<file path="src/rtl/uart_mmio_ctrl.sv">
// Memory-mapped 8N1 UART transmitter for the 6502 bus: CPU writes to DATA_ADDR feed
// a TX FIFO, a four-state FSM serialises bytes, and STATUS_ADDR exposes FIFO/FSM state.
module uart_mmio_ctrl #(
  parameter logic [15:0] DATA_ADDR    = 16'h0F00,
  parameter logic [15:0] STATUS_ADDR  = 16'h0F01,
  parameter int          CLKS_PER_BIT = 16,
  parameter int          FIFO_DEPTH   = 8
) (
  input  logic        i_clk,
  input  logic        i_rst_n,
  input  logic [15:0] i_addr,
  input  logic        i_rw,
  input  logic [7:0]  i_wdata,
  output logic [7:0]  o_rdata,
  output logic        o_sel,
  output logic        o_tx,
  output logic        o_busy
);

  localparam int AW = $clog2(FIFO_DEPTH);
  localparam int CW = $clog2(CLKS_PER_BIT);

  typedef enum logic [1:0] {IDLE, START, DATA, STOP} state_t;

  state_t         state, state_n;
  logic [CW-1:0]  clk_cnt, clk_cnt_n;
  logic [2:0]     bit_idx, bit_idx_n;
  logic [7:0]     shift, shift_n;
  logic           tx_n, busy_n;

  logic [7:0]     mem [FIFO_DEPTH];
  logic [AW:0]    wr_ptr, rd_ptr, wr_ptr_n, rd_ptr_n;
  logic           full, empty, push_req, push, pop, overflow;
  logic           rd_hit, st_wr, bit_end;
  logic [7:0]     head, status;

  // Pointers carry one extra MSB: equal -> empty, only MSB differs -> full.
  assign empty    = (wr_ptr == rd_ptr);
  assign full     = ((wr_ptr ^ rd_ptr) == (AW+1)'(FIFO_DEPTH));
  assign push_req = !i_rw && (i_addr == DATA_ADDR);
  assign push     = push_req && !full;
  assign st_wr    = !i_rw && (i_addr == STATUS_ADDR);
  assign rd_hit   = i_rw && ((i_addr == DATA_ADDR) || (i_addr == STATUS_ADDR));
  assign head     = mem[rd_ptr[AW-1:0]];
  assign status   = {4'b0, overflow, state != IDLE, empty, full};
  assign bit_end  = (clk_cnt == CW'(CLKS_PER_BIT - 1));
  assign wr_ptr_n = wr_ptr + (AW+1)'(push);
  assign rd_ptr_n = rd_ptr + (AW+1)'(pop);

  always_ff @(posedge i_clk) begin
    if (push) mem[wr_ptr[AW-1:0]] <= i_wdata;
  end

  always_comb begin
    state_n   = state;
    clk_cnt_n = clk_cnt;
    bit_idx_n = bit_idx;
    shift_n   = shift;
    pop       = 1'b0;
    case (state)
      IDLE: begin
        if (!empty) begin
          pop       = 1'b1;
          shift_n   = head;
          clk_cnt_n = '0;
          state_n   = START;
        end
      end
      START: begin
        if (bit_end) begin
          clk_cnt_n = '0;
          bit_idx_n = '0;
          state_n   = DATA;
        end else clk_cnt_n = clk_cnt + 1'b1;
      end
      DATA: begin
        if (bit_end) begin
          clk_cnt_n = '0;
          shift_n   = shift >> 1;
          if (bit_idx == 3'd7) state_n = STOP;
          else bit_idx_n = bit_idx + 1'b1;
        end else clk_cnt_n = clk_cnt + 1'b1;
      end
      STOP: begin
        if (bit_end) begin
          clk_cnt_n = '0;
          // Chain straight into the next start bit so frames stay contiguous.
          if (!empty) begin
            pop     = 1'b1;
            shift_n = head;
            state_n = START;
          end else state_n = IDLE;
        end else clk_cnt_n = clk_cnt + 1'b1;
      end
      default: state_n = IDLE;
    endcase
    tx_n   = (state_n == START) ? 1'b0 : (state_n == DATA) ? shift_n[0] : 1'b1;
    busy_n = (wr_ptr_n != rd_ptr_n) || (state_n != IDLE);
  end

  always_ff @(posedge i_clk or negedge i_rst_n) begin
    if (!i_rst_n) begin
      state    <= IDLE;
      clk_cnt  <= '0;
      bit_idx  <= '0;
      shift    <= '0;
      wr_ptr   <= '0;
      rd_ptr   <= '0;
      overflow <= 1'b0;
      o_tx     <= 1'b1;
      o_busy   <= 1'b0;
      o_rdata  <= 8'h00;
      o_sel    <= 1'b0;
    end else begin
      state   <= state_n;
      clk_cnt <= clk_cnt_n;
      bit_idx <= bit_idx_n;
      shift   <= shift_n;
      wr_ptr  <= wr_ptr_n;
      rd_ptr  <= rd_ptr_n;
      o_tx    <= tx_n;
      o_busy  <= busy_n;
      if (push_req && full) overflow <= 1'b1;
      else if (st_wr)       overflow <= 1'b0;
      o_sel <= rd_hit;
      if (rd_hit) o_rdata <= (i_addr == STATUS_ADDR) ? status : 8'h00;
    end
  end

endmodule

</file>
<file path="config.mk">
export PLATFORM = sky130hd
export DESIGN_NAME = uart_mmio_ctrl
export DESIGN_NICKNAME = d
export VERILOG_FILES = /design/src/rtl/uart_mmio_ctrl.sv
export SDC_FILE = /design/constraint.sdc
export NUM_CORES = 1
export LEC_CHECK = 0
export BUFFER_PORTS_ARGS = -buffer_cell sky130_fd_sc_hd__buf_4
export CAP_MARGIN = 5
export CORE_MARGIN = 8
export CORE_UTILIZATION = 35
export CTS_BUF_LIST = sky130_fd_sc_hd__clkbuf_4 sky130_fd_sc_hd__clkbuf_8
export DETAILED_ROUTE_END_ITERATION = 8
export GPL_ROUTABILITY_DRIVEN = 0
export PLACE_DENSITY_LB_ADDON = 0.2
export SYNTH_ARGS = -nofsm -noshare
export SYNTH_HDL_FRONTEND = slang
export SYNTH_SLANG_ARGS = --single-unit
</file>
<file path="constraint.sdc">
create_clock -name i_clk -period 5.55 [get_ports i_clk]
set_clock_uncertainty 0.1 [all_clocks]
set_input_delay 0.555 -clock i_clk [delete_from_list [all_inputs] [get_ports i_clk]]
set_output_delay 0.555 -clock i_clk [all_outputs]
set_load 0.02 [all_outputs]
</file>
# Word level (Yosys, flattened, before mapping)
# Memory sizes are Yosys's and may differ from the RTL's.
# Index checks and enable logic that the tools add are counted.
# W data, S select, Z words.
op_classes:
  add_sub_neg: 4
  eq_ne: 17
  muxes: 28
  bitwise_logic: 1
  reduce_logical: 18
ops:
  columns: ["op", "count"]
  rows:
  - ["$eq A16 B12 Y1 const B", 2]
  - ["$mux W8", 3]
  - ["$pmux W8 S3", 1]
  - ["$mux W4", 3]
  - ["$mux W2", 5]
  - ["$ne A2 B2 Y1 const B", 5]
  - ["$mux W1", 9]
  - ["$mux W3", 3]
  - ["$add A4 B1 Y4", 2]
  - ["$eq A4 B4 Y1 const B", 2]
  - ["$pmux W2 S4", 1]
  - ["$pmux W4 S2", 1]
  - ["$reduce_bool A2 Y1", 4]
  - ["$eq A2 B2 Y1 const B", 3]
  - ["$pmux W3 S2", 1]
  - ["$logic_and A1 B1 Y1", 5]
  - ["$add A4 B1 Y4 const B", 1]
  - ["$eq A2 B1 Y1 const B", 2]
  - ["$eq A4 B4 Y1", 1]
  - ["$ne A4 B4 Y1", 1]
  - ["$reduce_and A4 Y1", 1]
  - ["$xor A4 B4 Y4", 1]
  - ["$add A3 B1 Y3 const B", 1]
  - ["$eq A3 B3 Y1 const B", 1]
  - ["other kinds (7)", 9]
totals:
  reg_bits: 37
  ramBits: 64
  inputBits: 27
  out_inout_bits: 11
  word_cells: 81
  n_memories: 1
mem_list:
  columns: ["name", "words", "word_bits", "read_ports", "rd_ports_with_merged_regs", "wr", "line", "rtl"]
  rows:
  - ["mem", 8, 8, 1, 0, 1, "31", "logic [7:0] mem [FIFO_DEPTH];"]

# Logic depth before layout (Yosys ltp)
depth:
  ltp_word: 7
  depth_mapped: 13
  ltp_nobuf: 11

# Least setup slack after synthesis
# No wires, ideal clock.
synth_timing:
  path_type: "register to register"
  from: "register clk_cnt[0]"
  to: "register o_busy"
  setup_ns: 0.138
  arrival_ns: 2.732
  t_required_ns: 5.312
  slack_ns: 2.580
  path_stages_with_launch: 14
  path_buffers: 2
  synth_period_minus_slack_ns: 2.970
  cell_sequence: "dfrtp_1 ha_1 and3_1 buf_6 a21oi_1 or2_2 clkbuf_1 nor2_1 ha_1 ha_1 xor2_1 xnor2_1 nand3_1 or4_1"
synth_between:
  elab_chain_cells: 6
  word_cells_on_any_way: 11
  classes_between: "1 x add/sub; 2 x eq/ne; 6 x mux; 2 x reduce/logical"
synth_lines:
  columns: ["element", "line", "rtl"]
  rows:
  - ["start, declared", "26", "logic [CW-1:0] clk_cnt, clk_cnt_n;"]
  - ["start signal, assigned", "116", "clk_cnt <= clk_cnt_n;"]
  - ["$eq A4 B4 Y1", "46", "assign bit_end = (clk_cnt == CW'(CLKS_PER_BIT - 1));"]
  - ["$mux W1", "85", "if (bit_end) begin"]
  - ["$pmux W1 S2", "60", "case (state)"]
  - ["$add A4 B1 Y4", "48", "assign rd_ptr_n = rd_ptr + (AW+1)'(pop);"]
  - ["named net rd_ptr_n[2]", "32", "logic [AW:0] wr_ptr, rd_ptr, wr_ptr_n, rd_ptr_n;"]
  - ["$ne A4 B4 Y1", "98", "busy_n = (wr_ptr_n != rd_ptr_n) || (state_n != IDLE);"]
  - ["$logic_or A1 B1 Y1", "98", null]
  - ["named net busy_n", "29", "logic tx_n, busy_n;"]
  - ["end signal, assigned", "122", "o_busy <= busy_n;"]
  - ["end, declared", "17", "output logic o_busy"]
# The timed path passes the listed nets, and every way through them passes these cells.
# A chain may end at the register's enable or synchronous reset.

# Worst setup path after layout
layout_timing:
  from: "register rd_ptr[1]"
  to: "memory mem[0][4], enable pin"
layout_between:
  elab_chain_cells: 6
layout_lines:
  columns: ["element", "line", "rtl"]
  rows:
  - ["start, declared", "32", null]
  - ["start signal, assigned", "120", "rd_ptr <= rd_ptr_n;"]
  - ["$xor A4 B4 Y4", "39", "assign full = ((wr_ptr ^ rd_ptr) == (AW+1)'(FIFO_DEPTH));"]
  - ["$eq A4 B4 Y1", "39", null]
  - ["$logic_not A1 Y1", "41", "assign push = push_req && !full;"]
  - ["$logic_and A1 B1 Y1", "41", null]
  - ["$mux W1", "51", "if (push) mem[wr_ptr[AW-1:0]] <= i_wdata;"]
  - ["$mux W1 (not written as such)", "51", null]
  - ["end, declared", "31", null]
# Every way passes these cells.

==> results <==
- The overall routing resource usage is 10.95%.
- Before antenna repair, the detailed router went through 6 iterations.
- The DRC violation count after routing is 0.
- The peak ir drop on the vdd network is 0.0002200 V.
- STA classifies the critical path startpoint as a flip-flop.
- The sum of net half-perimeters after detailed placement is 5552 um.
- The commonest register cell after synthesis is sky130_fd_sc_hd__edfxtp_1.
- The number of enable-type register cells in the synthesized netlist is 64.
- The count of final max-slew check failures is 0.
- For this run, the top clock speed supported by timing is 284.0 MHz.
- The average via count per standard cell is 5.062.
- The clock slew at the register clock pins of the worst setup and hold paths is 0.09 ns.
- Along the worst path, the maximum fanout reaches 19.
- Summing all multi-input logic gate instances after layout gives 1388 sq um.
- The critical path data required time is 5.44 ns.
- The depth of the worst register-to-register path is 5.
- The CTS tree is built.
- The relative area change from synthesis to final layout is 14.08%.
- The worst-margin pin slew is 1.182 ns.
- The global-route wire length before repair is 13370 um.
- For the worst-skew pair, the clock arrives at the later sink with an insertion delay of 0.37 ns.
- Sequential elements use 64.98% of the synthesized area.
- The maximum level of the CTS H-tree is 3.
- Summed over its instances, the top area cell type makes up 45.43% of the synthesized netlist area.
- Setup total negative slack on the finished layout was measured at 0 ns.
- The launch point of the worst reg-to-reg path is rd_ptr[1].
- The leading cell type in the layout, fill and taps excluded is sky130_fd_sc_hd__edfxtp_1.
- The average size of a mapped cell is 14.84 sq um.
- Dividing the detail-routed wire length by the instance count gives 17.38 um.
- The total length of routed wires is 8169 um.
- The post-synthesis async set-or-reset flop share is 34.02%.
- The standard cell core area is 11910 sq um.
- The clock net sink count is 97.
- The die is 125.9 um wide.
- Setup violations remaining at the end of the flow were counted as 0.
- The placed instances occupy a cell area of 4606 sq um.
- The number of buffers on the longest clock path is 2.
- After synthesis the cells add up to 4230 sq um.
- The destination of the worst register-to-register timing path is mem[0][4].
- The die covers 15860 sq um.
- The launching instance or port of the critical path is rd_ptr[1].
- Summed over all layers, the global routing overflow is 0.
- The critical path class is flip-flop to flip-flop.
- Counting I/O delays and the setup requirement, the final critical path takes 3.521 ns.
- The library cell occupying the most area in the post-synthesis netlist is sky130_fd_sc_hd__edfxtp_1.
- The routed via count is 2379.
- The number of warnings issued by yosys is 0.
- The register area is 2749 sq um.
- In this run, CTS created clock tree buffers numbering 9.
- The number of antenna violations at the first check in global routing is 0.
- The top-level I/O count is 38.
- The effective utilization at floorplan is 35.51%.
- The first-iteration detailed-routing DRC count is 186.
- The worst endpoint data arrival time is 3.41 ns.
- The kind of end point of the critical path is a flip-flop.
- The path category of the worst min-delay check is input port to asynchronous set/reset pin.
- The root buffer selected by CTS is sky130_fd_sc_hd__clkbuf_8.
- The period utilization is 63.45%.
- The share of layout cells above drive strength 1 is 23.84%.
- The diode insertion count for antenna repair is 0.
- The number of I/O port buffers is 33.
- In this run, post-CTS repair resized a total of 0 instances.
- The setup slack of the most critical reg-to-reg path is 2.03 ns.
- The synthesis-stage register bit count is 97.
- The number of buffers inserted by post-CTS setup repair is 0.
- The top cell types in the final layout, fill and taps aside, are sky130_fd_sc_hd__edfxtp_1 (64), sky130_fd_sc_hd__buf_4 (35), sky130_fd_sc_hd__dfrtp_1 (32).
- The relative slew slack is 20.60%.
- The run finished with clean final reports.
- The synthesized netlist contains 44 unique library cells.
- The residual antenna-violating net count after detailed routing is 0.
- The hold violation total from the final report came to 0.
- The number of hold buffers added after CTS was 0.
- Setup repair after global routing left no endpoint under its margin.
- In the synthesized netlist, the number of instances is 285.
- The total leakage power is 0.001841 uW.
- For this run, the share of the core covered by cells in the final layout is 40.51%.
- The final layout contains 358 nets.
- After floorplanning, the core was divided into 40 placement rows.
- After routing the design area is 4826 sq um.
- The count of max-cap constraint violations is 0.
- The via count of the first global-routing pass is 2485.
- The maximum number of pins on one net before global-route repair is 34.
- Counting the fill cells in the layout gives 1112.
- Power spread over the standard cell area amounts to 421.8 nW/um^2.
- The die outline height is 125.9 um.
- After synthesis, the cell types taking the most area are sky130_fd_sc_hd__edfxtp_1 (45%), sky130_fd_sc_hd__dfrtp_1 (19%), sky130_fd_sc_hd__mux4_2 (8.5%).
-- how the worst max path moves through the flow --
stage | to | slack (ns)
after floorplan | o_busy | 2.58
after global placement | mem[0][3] | 1.99
after detailed placement | mem[0][3] | 1.95
after CTS | mem[0][4] | 1.94
after global routing | mem[0][4] | 1.68
final | mem[0][4] | 2.03
-- synth_stat cells, types with 2 or more instances --
library cell	count
sky130_fd_sc_hd__xor2_1	3
sky130_fd_sc_hd__o21ai_0	19
sky130_fd_sc_hd__buf_4	4
sky130_fd_sc_hd__nor4_1	4
sky130_fd_sc_hd__nor2b_1	2
sky130_fd_sc_hd__mux2i_1	7
sky130_fd_sc_hd__o31ai_1	3
sky130_fd_sc_hd__ha_1	12
sky130_fd_sc_hd__buf_2	3
sky130_fd_sc_hd__mux4_2	16
sky130_fd_sc_hd__a22o_1	11
sky130_fd_sc_hd__inv_1	5
sky130_fd_sc_hd__nand2_1	18
sky130_fd_sc_hd__edfxtp_1	64
sky130_fd_sc_hd__nand3_1	6
sky130_fd_sc_hd__nor3_1	5
sky130_fd_sc_hd__xnor2_1	9
sky130_fd_sc_hd__dfrtp_1	32
sky130_fd_sc_hd__and4_1	2
sky130_fd_sc_hd__clkbuf_1	6
sky130_fd_sc_hd__nor2_1	15
sky130_fd_sc_hd__or2_2	4
sky130_fd_sc_hd__and2_1	2
sky130_fd_sc_hd__nand4_1	2
sky130_fd_sc_hd__a21oi_1	8
sky130_fd_sc_hd__a21o_2	2
sky130_fd_sc_hd__nand2b_1	4
-- worst max-delay path, cell delays in order (launching register included) --
cell and delay (ns):
sky130_fd_sc_hd__dfrtp_1 0.92, sky130_fd_sc_hd__xnor2_1 0.20, sky130_fd_sc_hd__and4b_1 0.26, sky130_fd_sc_hd__nor4_1 0.49
sky130_fd_sc_hd__nand2b_1 0.23, sky130_fd_sc_hd__nor3_1 0.94
-- routing by layer --
metal  routed length, um  global-route usage (%)  up-vias
li1                    -                       -     1143
met3                 279                   3.291       10
met4                 119                   4.246        0
met5                   0                       0        -
met2                3975                   17.74       33
met1                3795                   13.49     1193
-- through the flow --
| step | hold slack, ns | std cells | setup slack, ns | total power, uW |
|---|---|---|---|---|
| 5_1_grt | 0.02783 | 470 | 1.680 | 2169 |
| 6_report | 0.01574 | 470 | 2.029 | 2036 |
| 4_1_cts | 0.01665 | 470 | 1.940 | 2068 |
| 3_3_place_gp | 0.3727 | 455 | 1.988 | 1550 |
| 3_5_place_dp | 0.3738 | 455 | 1.953 | 1555 |
| 2_1_floorplan | 0.1594 | 288 | 2.580 | 1388 |
-- layout make-up --
class	instances	share of cell area, %
inverter	6	0.4667
timing repair buffer	35	5.445
tap	147	3.811
multi-input combinational	170	28.75
clock inverter	5	1.841
clock buffer	10	2.722
sequential	97	56.96
-- registers in the layout (all words and copies together), names as in the netlist --
register	cells
bit_idx	3
clk_cnt	4
mem	64
o_sel	1
o_tx	1
shift	8
o_rdata	4
overflow	1
wr_ptr	4
o_busy	1
state	2
rd_ptr	4
-- logic make-up after synthesis --
family | share of synthesized area, %
xor+xnor | 2.485
fa+ha+maj | 3.549
mux | 10.44
buf+inv | 2.484
flops | 64.98
compound gates | 7.749
other cells | 0.08865
simple gates | 8.222
-- power breakdown --
part	switching [uW]	internal (uW)	total [uW]
Clock	246	262	508
Combinational	311	309	620
Sequential	82.9	825	908
(Power assumes the default switching activity.)
